File: src/rtl/pc_pkg.sv
// Shared opcode encodings for the MIPS16e program-counter unit.
package pc_pkg;
    localparam int PC_OP_W = 3;

    typedef enum logic [PC_OP_W-1:0] {
        PC_NOP    = 3'd0,
        PC_INC    = 3'd1,
        PC_BRANCH = 3'd2,
        PC_JUMP   = 3'd3,
        PC_CALL   = 3'd4,
        PC_RET    = 3'd5
    } pc_op_e;
endpackage

File: src/rtl/pc_unit_ras_stack.sv
// Circular return-address stack; a push while full overwrites the oldest entry.
module ras_stack #(
    parameter int WORD_SIZE = 16,
    parameter int RAS_DEPTH = 4
) (
    input  logic                 clk,
    input  logic                 rst,
    input  logic                 push,
    input  logic                 pop,
    input  logic [WORD_SIZE-1:0] din,
    output logic [WORD_SIZE-1:0] top,
    output logic                 empty,
    output logic                 full,
    output logic                 overflow,
    output logic                 underflow
);
    localparam int PW = $clog2(RAS_DEPTH);
    localparam int OW = PW + 1;

    logic [RAS_DEPTH-1:0][WORD_SIZE-1:0] mem_q;
    logic [PW-1:0]                       tp_q, tp_d, tp_inc;
    logic [OW-1:0]                       occ_q, occ_d;

    assign tp_inc    = tp_q + PW'(1);
    assign empty     = (occ_q == '0);
    assign full      = (occ_q == OW'(RAS_DEPTH));
    assign overflow  = push & full;
    assign underflow = pop & ~push & empty;
    assign top       = empty ? '0 : mem_q[tp_q];

    // The slot after the top is the oldest one once full, so the wrap overwrites it.
    always_comb begin
        tp_d  = tp_q;
        occ_d = occ_q;
        if (push) begin
            tp_d = tp_inc;
            if (!full) occ_d = occ_q + OW'(1);
        end else if (pop && !empty) begin
            tp_d  = tp_q - PW'(1);
            occ_d = occ_q - OW'(1);
        end
    end

    always_ff @(posedge clk or negedge rst) begin
        if (!rst) begin
            mem_q <= '0;
            tp_q  <= '0;
            occ_q <= '0;
        end else begin
            if (push) mem_q[tp_inc] <= din;
            tp_q  <= tp_d;
            occ_q <= occ_d;
        end
    end
endmodule

File: src/rtl/pc_unit.sv
// Program counter with branch/jump/call/return and an internal return-address stack.
// Optional exception entry/return is enabled by defining PC_EXC_EN.
module pc_unit
    import pc_pkg::*;
#(
    parameter int                   WORD_SIZE   = 16,
    parameter int                   OFFSET_SIZE = 11,
    parameter int                   INC_STEP    = 1,
    parameter logic [WORD_SIZE-1:0] RESET_VEC   = '0,
    parameter int                   RAS_DEPTH   = 4
`ifdef PC_EXC_EN
   ,parameter logic [WORD_SIZE-1:0] EXC_VEC     = 16'h0004
`endif
) (
    input  logic                   clk,
    input  logic                   rst,
`ifdef PC_EXC_EN
    input  logic                   exc,
    input  logic                   eret,
    output logic [WORD_SIZE-1:0]   epc,
`endif
    input  logic                   stall,
    input  logic [PC_OP_W-1:0]     op,
    input  logic [OFFSET_SIZE-1:0] offset,
    input  logic [WORD_SIZE-1:0]   target,
    output logic [WORD_SIZE-1:0]   count,
    output logic [WORD_SIZE-1:0]   link,
    output logic                   ras_empty,
    output logic                   ras_full,
    output logic                   ras_err
);
    localparam logic [WORD_SIZE-1:0] STEP = WORD_SIZE'(INC_STEP);

    logic [WORD_SIZE-1:0] count_q, count_d, seq_pc, br_off;
    logic                 err_q, err_d;
    logic                 push, pop, ovf, unf;

    assign seq_pc = count_q + STEP;
    assign br_off = {{(WORD_SIZE-OFFSET_SIZE){offset[OFFSET_SIZE-1]}}, offset};

    ras_stack #(.WORD_SIZE(WORD_SIZE), .RAS_DEPTH(RAS_DEPTH)) u_ras (
        .clk(clk), .rst(rst), .push(push), .pop(pop), .din(seq_pc),
        .top(link), .empty(ras_empty), .full(ras_full),
        .overflow(ovf), .underflow(unf)
    );

`ifdef PC_EXC_EN
    logic [WORD_SIZE-1:0] epc_q, epc_d;
`endif

    always_comb begin
        count_d = count_q;
        push    = 1'b0;
        pop     = 1'b0;
        if (!stall) begin
            case (op)
                PC_INC:    count_d = seq_pc;
                PC_BRANCH: count_d = count_q + br_off;
                PC_JUMP:   count_d = target;
                PC_CALL: begin
                    push    = 1'b1;
                    count_d = target;
                end
                PC_RET: begin
                    pop     = 1'b1;
                    count_d = ras_empty ? seq_pc : link;
                end
                default:   count_d = count_q;
            endcase
        end
`ifdef PC_EXC_EN
        epc_d = epc_q;
        // Exception entry/return suppress the op entirely, including stack traffic.
        if (!stall && eret) begin
            count_d = epc_q;
            push    = 1'b0;
            pop     = 1'b0;
        end
        if (exc) begin
            epc_d   = count_q;
            count_d = EXC_VEC;
            push    = 1'b0;
            pop     = 1'b0;
        end
`endif
        err_d = ovf | unf;
    end

    always_ff @(posedge clk or negedge rst) begin
        if (!rst) begin
            count_q <= RESET_VEC;
            err_q   <= 1'b0;
        end else begin
            count_q <= count_d;
            err_q   <= err_d;
        end
    end

`ifdef PC_EXC_EN
    always_ff @(posedge clk or negedge rst) begin
        if (!rst) epc_q <= '0;
        else      epc_q <= epc_d;
    end
    assign epc = epc_q;
`endif

    assign count   = count_q;
    assign ras_err = err_q;
endmodule

File: config.mk
export PLATFORM = sky130hd
export DESIGN_NAME = pc_unit
export DESIGN_NICKNAME = d
export VERILOG_FILES = /design/src/rtl/pc_pkg.sv /design/src/rtl/pc_unit_ras_stack.sv /design/src/rtl/pc_unit.sv
export SDC_FILE = /design/constraint.sdc
export NUM_CORES = 1
export LEC_CHECK = 0
export CORE_MARGIN = 5
export CORE_UTILIZATION = 53
export CTS_BUF_LIST = sky130_fd_sc_hd__clkbuf_4
export CTS_CLUSTER_DIAMETER = 60
export CTS_CLUSTER_SIZE = 25
export DETAILED_ROUTE_END_ITERATION = 12
export GPL_TIMING_DRIVEN = 0
export PLACE_DENSITY = 0.86
export SLEW_MARGIN = 30
export SYNTH_ARGS = -nofsm -noshare
export SYNTH_HDL_FRONTEND = slang
export SYNTH_SLANG_ARGS = --single-unit
File: constraint.sdc
create_clock -name clk -period 2.9 [get_ports clk]
set_clock_uncertainty 0.1 [all_clocks]
set_input_delay 0.725 -clock clk [delete_from_list [all_inputs] [get_ports clk]]
set_output_delay 0.725 -clock clk [all_outputs]
set_load 0.05 [all_outputs]
==> summary.txt, run 1 <==
Outcome
  – Status: finished, violations left
  – Failing checks: negative setup slack

Die
  – Rows: 37
  – Starting density of the core: roughly 54%
  – Chip Width: 112.2 microns
  – IO Pins: 68
  – Core ar.: ~0.010 sq mm
  – Die ar.: 0.01260 sq mm
  – Die Y: 112.2 microns

Pwr
  – Overall power: roughly 7.6 mW
  – Leak: around 3 nW
  – Max VDD drop: between 0.0009 and 0.001 V
  – Pwr/cell area: between 1000 and 1500 mW/mm^2

Layout
  – Fin nets: just under 800
  – Most frequent cells in the layout: 96 x nand2_1, 80 x dfrtp_1, 64 x nor2_1
  – P&R area growth vs syn: 26.65%
  – Most common cell after layout, fill and taps aside: nand2_1
  – Fillcell total: between 700 and 800
  – Share of layout cells above drive strength 1: a little under 20%

Logic synthesis
  – Mapped Area: 0.005540 sq mm
  – Mapped Avg Cell Area: approximately 8.7 sq um
  – Mapped Cells: 635
  – EDFF count, synth: 0
  – Yosys reg bits: 86
  – Synth Flop Type: dfrtp_1
  – Synth area leaders: dfrtp_1 39%, nand2_1 6.6%, mux4_2 6.5%, nor2_1 4.5%, ha_1 4.5%
  – Top cell type by total area after synthesis: dfrtp_1
  – Register area share after synthesis: between 30% and 40%
  – YS warnings: 0
  – Count of unique library cells instantiated by Yosys: 60
  – Mapped Nets: 690
  – Post-synth top area share: ~39%
  – Ys async rst share: 100.0%

STA
  – Max-slew violations: 0
  – Relative slew slack: between 50% and 60%
  – Fin. Hold Viols: 0
  – RSZ-0062 raised after global routing: true
  – Fmax: about 0.34 GHz
  – Setup WS post-layout: -12.05 ps
  – Period utilization: 100.4%
  – Count of final setup violators: 1
  – Fin Hold WS: ~19 ps
  – Worst slew pin tran: 648.3 ps
  – Final worst path period need: 2912 ps

Placed design
  – Post-DP HPWL: 12.86 mm
  – IO Port Bufs: 66
  – Placer Congestion: 1.001

Global route
  – First-pass GRT wire length: between 20 and 30 mm
  – Initial antenna violation count: 1
  – Largest net degree at the start of global routing: 58
  – Vias in the first global route: between 5000 and 6000
  – Total track usage: 27.72%
  – Global route overflow: 0

Detailed routing
  – Via-per-instance ratio: 6.445
  – First-pass iteration count of the detailed router: 6
  – Post-route ant nets: 0
  – Drc violations: 0
  – WL/cell: around 21 microns
  – Total wire length: between 15 and 20 mm
  – Vias post-DR: approximately 5700
  – Initial drt markers: between 600 and 700

Critical path
  – Crit path required time: 2080 ps
  – Worst Reg2Reg Path Length in Cells: 8
  – R2r setup slk: between 100 and 150 ps
  – Crit start category: register
  – Crit Path Class: register to output pin
  – FF-to-FF End: count[15]
  – CP Max Fanout: 5
  – WP data arrival: around 2100 ps
  – Crit path launch: u_ras.tp_q[0]
  – Element type at the critical path end: output pin
  – RR Startpoint: count[1]

Clocking
  – CTS max path bufs: 2
  – H-tree levels: 3
  – Clock tree root buffer cell: clkbuf_4
  – TritonCTS buffer count: 9
  – Clk sinks: 86
  – CTS tree: yes
  – Clk_lat worst skew: about 450 ps
  – Clk slew on worst S/H paths: approximately 140 ps

Job
  – MaxCap Viol Count: 0

Min path
  – Hold Crit Class: input pin to asynchronous set/reset pin
-- per-stage QoR --
step / setup TNS [ps] / setup WS (ps) / area [sq um] / util [%] / std cells
floorplan: 0 / 0.2496 / 5579 / - / 635
global placement: -220990 / -2254 / 6410 / 62.37 / 837
detailed placement: -60870 / -888.9 / 6439 / 62.65 / 838
CTS: -12.99 / -12.99 / 6794 / 66.11 / 861
global route: -135.6 / -48.54 / 7017 / 68.27 / 877
finish: -12.05 / -12.05 / 7017 / 68.27 / 877
-- cell type report --
type / count / area [sq um] / share of cell area [%]
buffer: 35 / 197.7 / 2.817
multi-input combinational: 500 / 3388 / 48.29
tap: 136 / 170.2 / 2.425
antenna: 1 / 2.502 / 0.03566
clock inverter: 5 / 81.33 / 1.159
timing repair buffer: 90 / 884.6 / 12.61
clock buffer: 11 / 82.58 / 1.177
sequential: 86 / 2160 / 30.78
inverter: 13 / 50.05 / 0.7133
-- what timing repair did --
action                                  4_1_cts  5_1_grt
gates resized for setup                     145       48
endpoints found under the setup margin       89       51
buffers inserted                              9       12
hold buffers                                  0        0
pin swaps                                     7       17
gates cloned                                  0        3
-- power by group --
group          switching [mW]  internal (mW)  leakage [nW]
Combinational            2.71           1.97          1.82
Sequential              0.395           1.68          1.08
Clock                   0.425          0.373        0.0895
-- flip-flops by register name, indices dropped and copies added, names as in the netlist --
signal / flops
ras_err: 1
u_ras.occ_q: 3
count: 16
u_ras.mem_q: 64
u_ras.tp_q: 2
-- metal layers --
| layer | vias to the layer above | wire length (microns) | GRT usage (%) |
|---|---|---|---|
| li1 | 2490 | - | - |
| met1 | 2734 | 7088 | 37.96 |
| met2 | 367 | 8546 | 43.62 |
| met3 | 61 | 1886 | 5.984 |
| met4 | 0 | 650 | 10.02 |
| met5 | - | 0 | 0 |
-- worst max-delay path by stage --
stage,to,slack [ps],cells after the start
after floorplan,count[15],0.2,8
after global placement,count[3],-2250,1
after detailed placement,u_ras.mem_q[46],-890,10
after CTS,link[14],-10,5
after global routing,link[14],-50,5
final,link[14],-10,5
-- critical path, stage by stage (launching register included) --
cell     delay [ps]
dfrtp_2         470
buf_12          160
buf_12          130
mux4_2          530
and2_4          200
buf_6           150
-- kinds of logic after synthesis --
kind of cell	after synthesis	synth area share, %
AOI/OAI and AO/OA	197	21.50
xor gates and xnor gates	26	4.449
adders and majority gates	22	5.239
buffers and inverters	50	3.636
DFF	86	38.84
muxes	16	6.504
and+or+nand+nor	238	19.83
-- synth_stat cells (3+ instances only) --
cell / count
a2111oi_0: 4
a211oi_1: 4
a21o_1: 5
a21oi_1: 41
a22o_1: 3
a31oi_1: 6
and2_1: 22
and4_1: 3
buf_2: 7
clkbuf_1: 29
dfrtp_1: 86
ha_1: 20
inv_1: 12
mux4_2: 16
nand2_1: 97
nand2b_1: 6
nand3_1: 10
nand4_1: 7
nor2_1: 67
nor2b_1: 3
nor3_1: 3
nor4_1: 3
o21a_1: 6
o21ai_0: 43
o21ai_1: 40
o221ai_1: 7
o22a_1: 3
o22ai_1: 15
o31a_1: 3
xnor2_1: 14
xor2_1: 11
No activity file was read; power rests on OpenSTA's default activity.
==> run 2: changes to the inputs <==
--- a/config.mk
+++ b/config.mk
@@ -5,6 +5,7 @@
 export SDC_FILE = /design/constraint.sdc
 export NUM_CORES = 1
 export LEC_CHECK = 0
+export CAP_MARGIN = 20
 export CORE_MARGIN = 5
 export CORE_UTILIZATION = 53
 export CTS_BUF_LIST = sky130_fd_sc_hd__clkbuf_4
==> results of run 2 <==
Same layout as run 1: the final DEF is identical, and so are final timing and power.
==> run 3: changes to the inputs <==
--- a/config.mk
+++ b/config.mk
@@ -13,6 +13,7 @@
 export CTS_CLUSTER_SIZE = 25
 export DETAILED_ROUTE_END_ITERATION = 12
 export GPL_TIMING_DRIVEN = 0
+export HOLD_SLACK_MARGIN = 0.1
 export PLACE_DENSITY = 0.86
 export SLEW_MARGIN = 30
 export SYNTH_ARGS = -nofsm -noshare
==> run 3 against run 2 <==
The flow still finishes with violations (negative setup slack); non-clock buffer count grew 1; sequential cell count unchanged; first-iteration DRC count increased by 9.5%; sequential power about the same; worst setup slack improved by 12 ps; clock power barely moved; combinational power barely moved; critical path depth unchanged; total power about the same; global-route usage unchanged; maximum frequency is 0.40% higher.
==> summary.txt, run 3 (synthesis results as in run 1) <==
STA
  – RSZ-0062 raised after global routing: true
  – Fin. Hold Viols: 0
  – Final worst path period need: 2900 ps
  – Setup WS post-layout: -0.3439 ps
  – Max-slew violations: 0
  – Period utilization: 100.0%
  – Relative slew slack: between 50% and 60%
  – Fin Hold WS: around 400 ps
  – Worst slew pin tran: 635.1 ps
  – Fmax: 0.3448 GHz
  – Count of final setup violators: 1

Critical path
  – Crit path depth: 5
  – Worst Path Buf+Inv: 3
  – Crit-path cells: buf_12 > buf_12 > mux4_2 > and2_4 > buf_6
  – Crit path required time: between 2000 and 2500 ps
  – Crit start category: register
  – Worst Reg2Reg Path Length in Cells: 8
  – Crit Path Class: register to output pin
  – CP max-delay cell: mux4_2
  – Crit-path leading delay family: multiplexers
  – Element type at the critical path end: output pin
  – Worst stage delay on the critical path: ~530 ps
  – CP Max Fanout: 5
  – WP data arrival: between 2000 and 2500 ps
  – CP most frequent cell: buf_12

Placed design
  – Post-DP HPWL: 12.86 mm
  – Placer Congestion: 1.001
  – IO Port Bufs: 66

Global route
  – Global route hottest layer: met2
  – Routing usage on met1: roughly 38%
  – Total track usage: between 20% and 30%
  – First-pass GRT wire length: 27.86 mm
  – Initial antenna violation count: 1
  – Global route overflow: 0
  – Met3 GRT Util: 5.984%
  – Largest net degree at the start of global routing: a little under 60
  – Vias in the first global route: approximately 5400
  – GRT met2 Usage: ~44%

Layout
  – Share of layout cells above drive strength 1: between 10% and 20%
  – Most common cell after layout, fill and taps aside: nand2_1
  – Fillcell total: between 700 and 800
  – Most frequent cells in the layout: 96 x nand2_1, 80 x dfrtp_1, 64 x nor2_1
  – Max reg flops: 64
  – P&R area growth vs syn: 26.83%
  – Biggest register: u_ras.mem_q
  – Fin nets: 791
  – Area of the multi-input gates: roughly 0.0034 sq mm
  – FF+latch area: 0.002160 sq mm

Clocking
  – H-tree levels: 3
  – CTS max path bufs: 2
  – Clk_lat worst skew: roughly 440 ps
  – CTS tree: yes
  – Clk slew on worst S/H paths: ~130 ps
  – TritonCTS buffer count: 9
  – Clk sinks: between 80 and 90
  – Clock tree root buffer cell: clkbuf_4

Pwr
  – Pwr/cell area: about 1100 mW/mm^2
  – Overall power: about 7.6 mW
  – Leak: 2.999 nW
  – Max VDD drop: slightly above 0.0009 V

Job
  – MaxCap Viol Count: 0

Die
  – Chip Width: 112.2 microns
  – Die ar.: around 0.013 sq mm
  – Starting density of the core: 53.91%
  – Rows: 37
  – Core ar.: 0.01028 sq mm
  – Die Y: 112.2 microns
  – IO Pins: 68

Detailed routing
  – Initial drt markers: approximately 720
  – Drc violations: 0
  – Post-route ant nets: 0
  – Via-per-instance ratio: about 6.5
  – WL/cell: between 20 and 25 microns
  – First-pass iteration count of the detailed router: 5
  – Vias post-DR: 5678
  – Total wire length: about 18 mm

Outcome
  – Failing checks: negative setup slack
  – Status: finished, violations left

Min path
  – Hold Crit Class: register to register
  – WHS Path Cells: 2
[run 3: cell types whose count changed in the layout (fill, tap and decap cells not counted), sizes merged]
cell         previous run  this run
dlygate4sd3             0         1
[run 3: power by group]
part	internal, mW	switching [mW]	total [mW]
clock network	0.373	0.424	0.797
logic	1.97	2.71	4.69
registers	1.68	0.394	2.07
[run 3: worst paths after layout]
kind | start | slack (ps) | to
worst max-delay path | u_ras.tp_q[0] | -0.3 | link[14]
max in group asynchronous | rst | 1500 | u_ras.occ_q[1]
worst min register to register | u_ras.mem_q[43] | 400 | u_ras.mem_q[43]
worst min-delay path | u_ras.mem_q[43] | 400 | u_ras.mem_q[43]
min in group asynchronous | rst | 600 | u_ras.mem_q[40]
worst max register to register | count[1] | 140 | count[15]
[run 3: timing repair]
item                                    4_1_cts  5_1_grt
gates cloned                                  0        3
setup buffers                                 9       12
endpoints found under the setup margin       89       51
resized for setup                           145       48
hold buffers                                  1        0
hold endpoints to repair                     29        0
pin swaps                                     7       17
[run 3: stage by stage]
stage	TNS [ps]	setup WS, ps	std cells	util [%]	instance area [sq um]
final	-0.3439	-0.3439	878	68.37	7027
after global routing	-135.6	-48.54	878	68.37	7027
after CTS	-12.99	-12.99	862	66.20	6804
after detailed placement	-60870	-888.9	838	62.65	6439
after global placement	-220990	-2254	837	62.37	6410
after floorplan	0	0.2496	635	-	5579
[run 3: cell type report]
class	count	share of cell area, %
multi-input combinational	500	48.22
buffer	35	2.813
timing repair buffer	91	12.73
sequential	86	30.73
clock inverter	5	1.157
clock buffer	11	1.175
antenna	1	0.03561
inverter	13	0.7123
tap	136	2.422
[run 3: metal layers]
layer	part of all wire, %	routed length [microns]	vias up
met5	0	0	-
met4	3.6	647	0
met3	12	2094	67
met2	47	8557	430
met1	38	6881	2683
li1	-	-	2498
[run 3: worst register-to-register path: stages (launching register included)]
cell	delay, ps
dfrtp_1	480
ha_1	320
a21o_1	190
a21o_1	220
or2_4	250
a31oi_4	200
nor4b_2	70
or3_1	390
or4_1	420
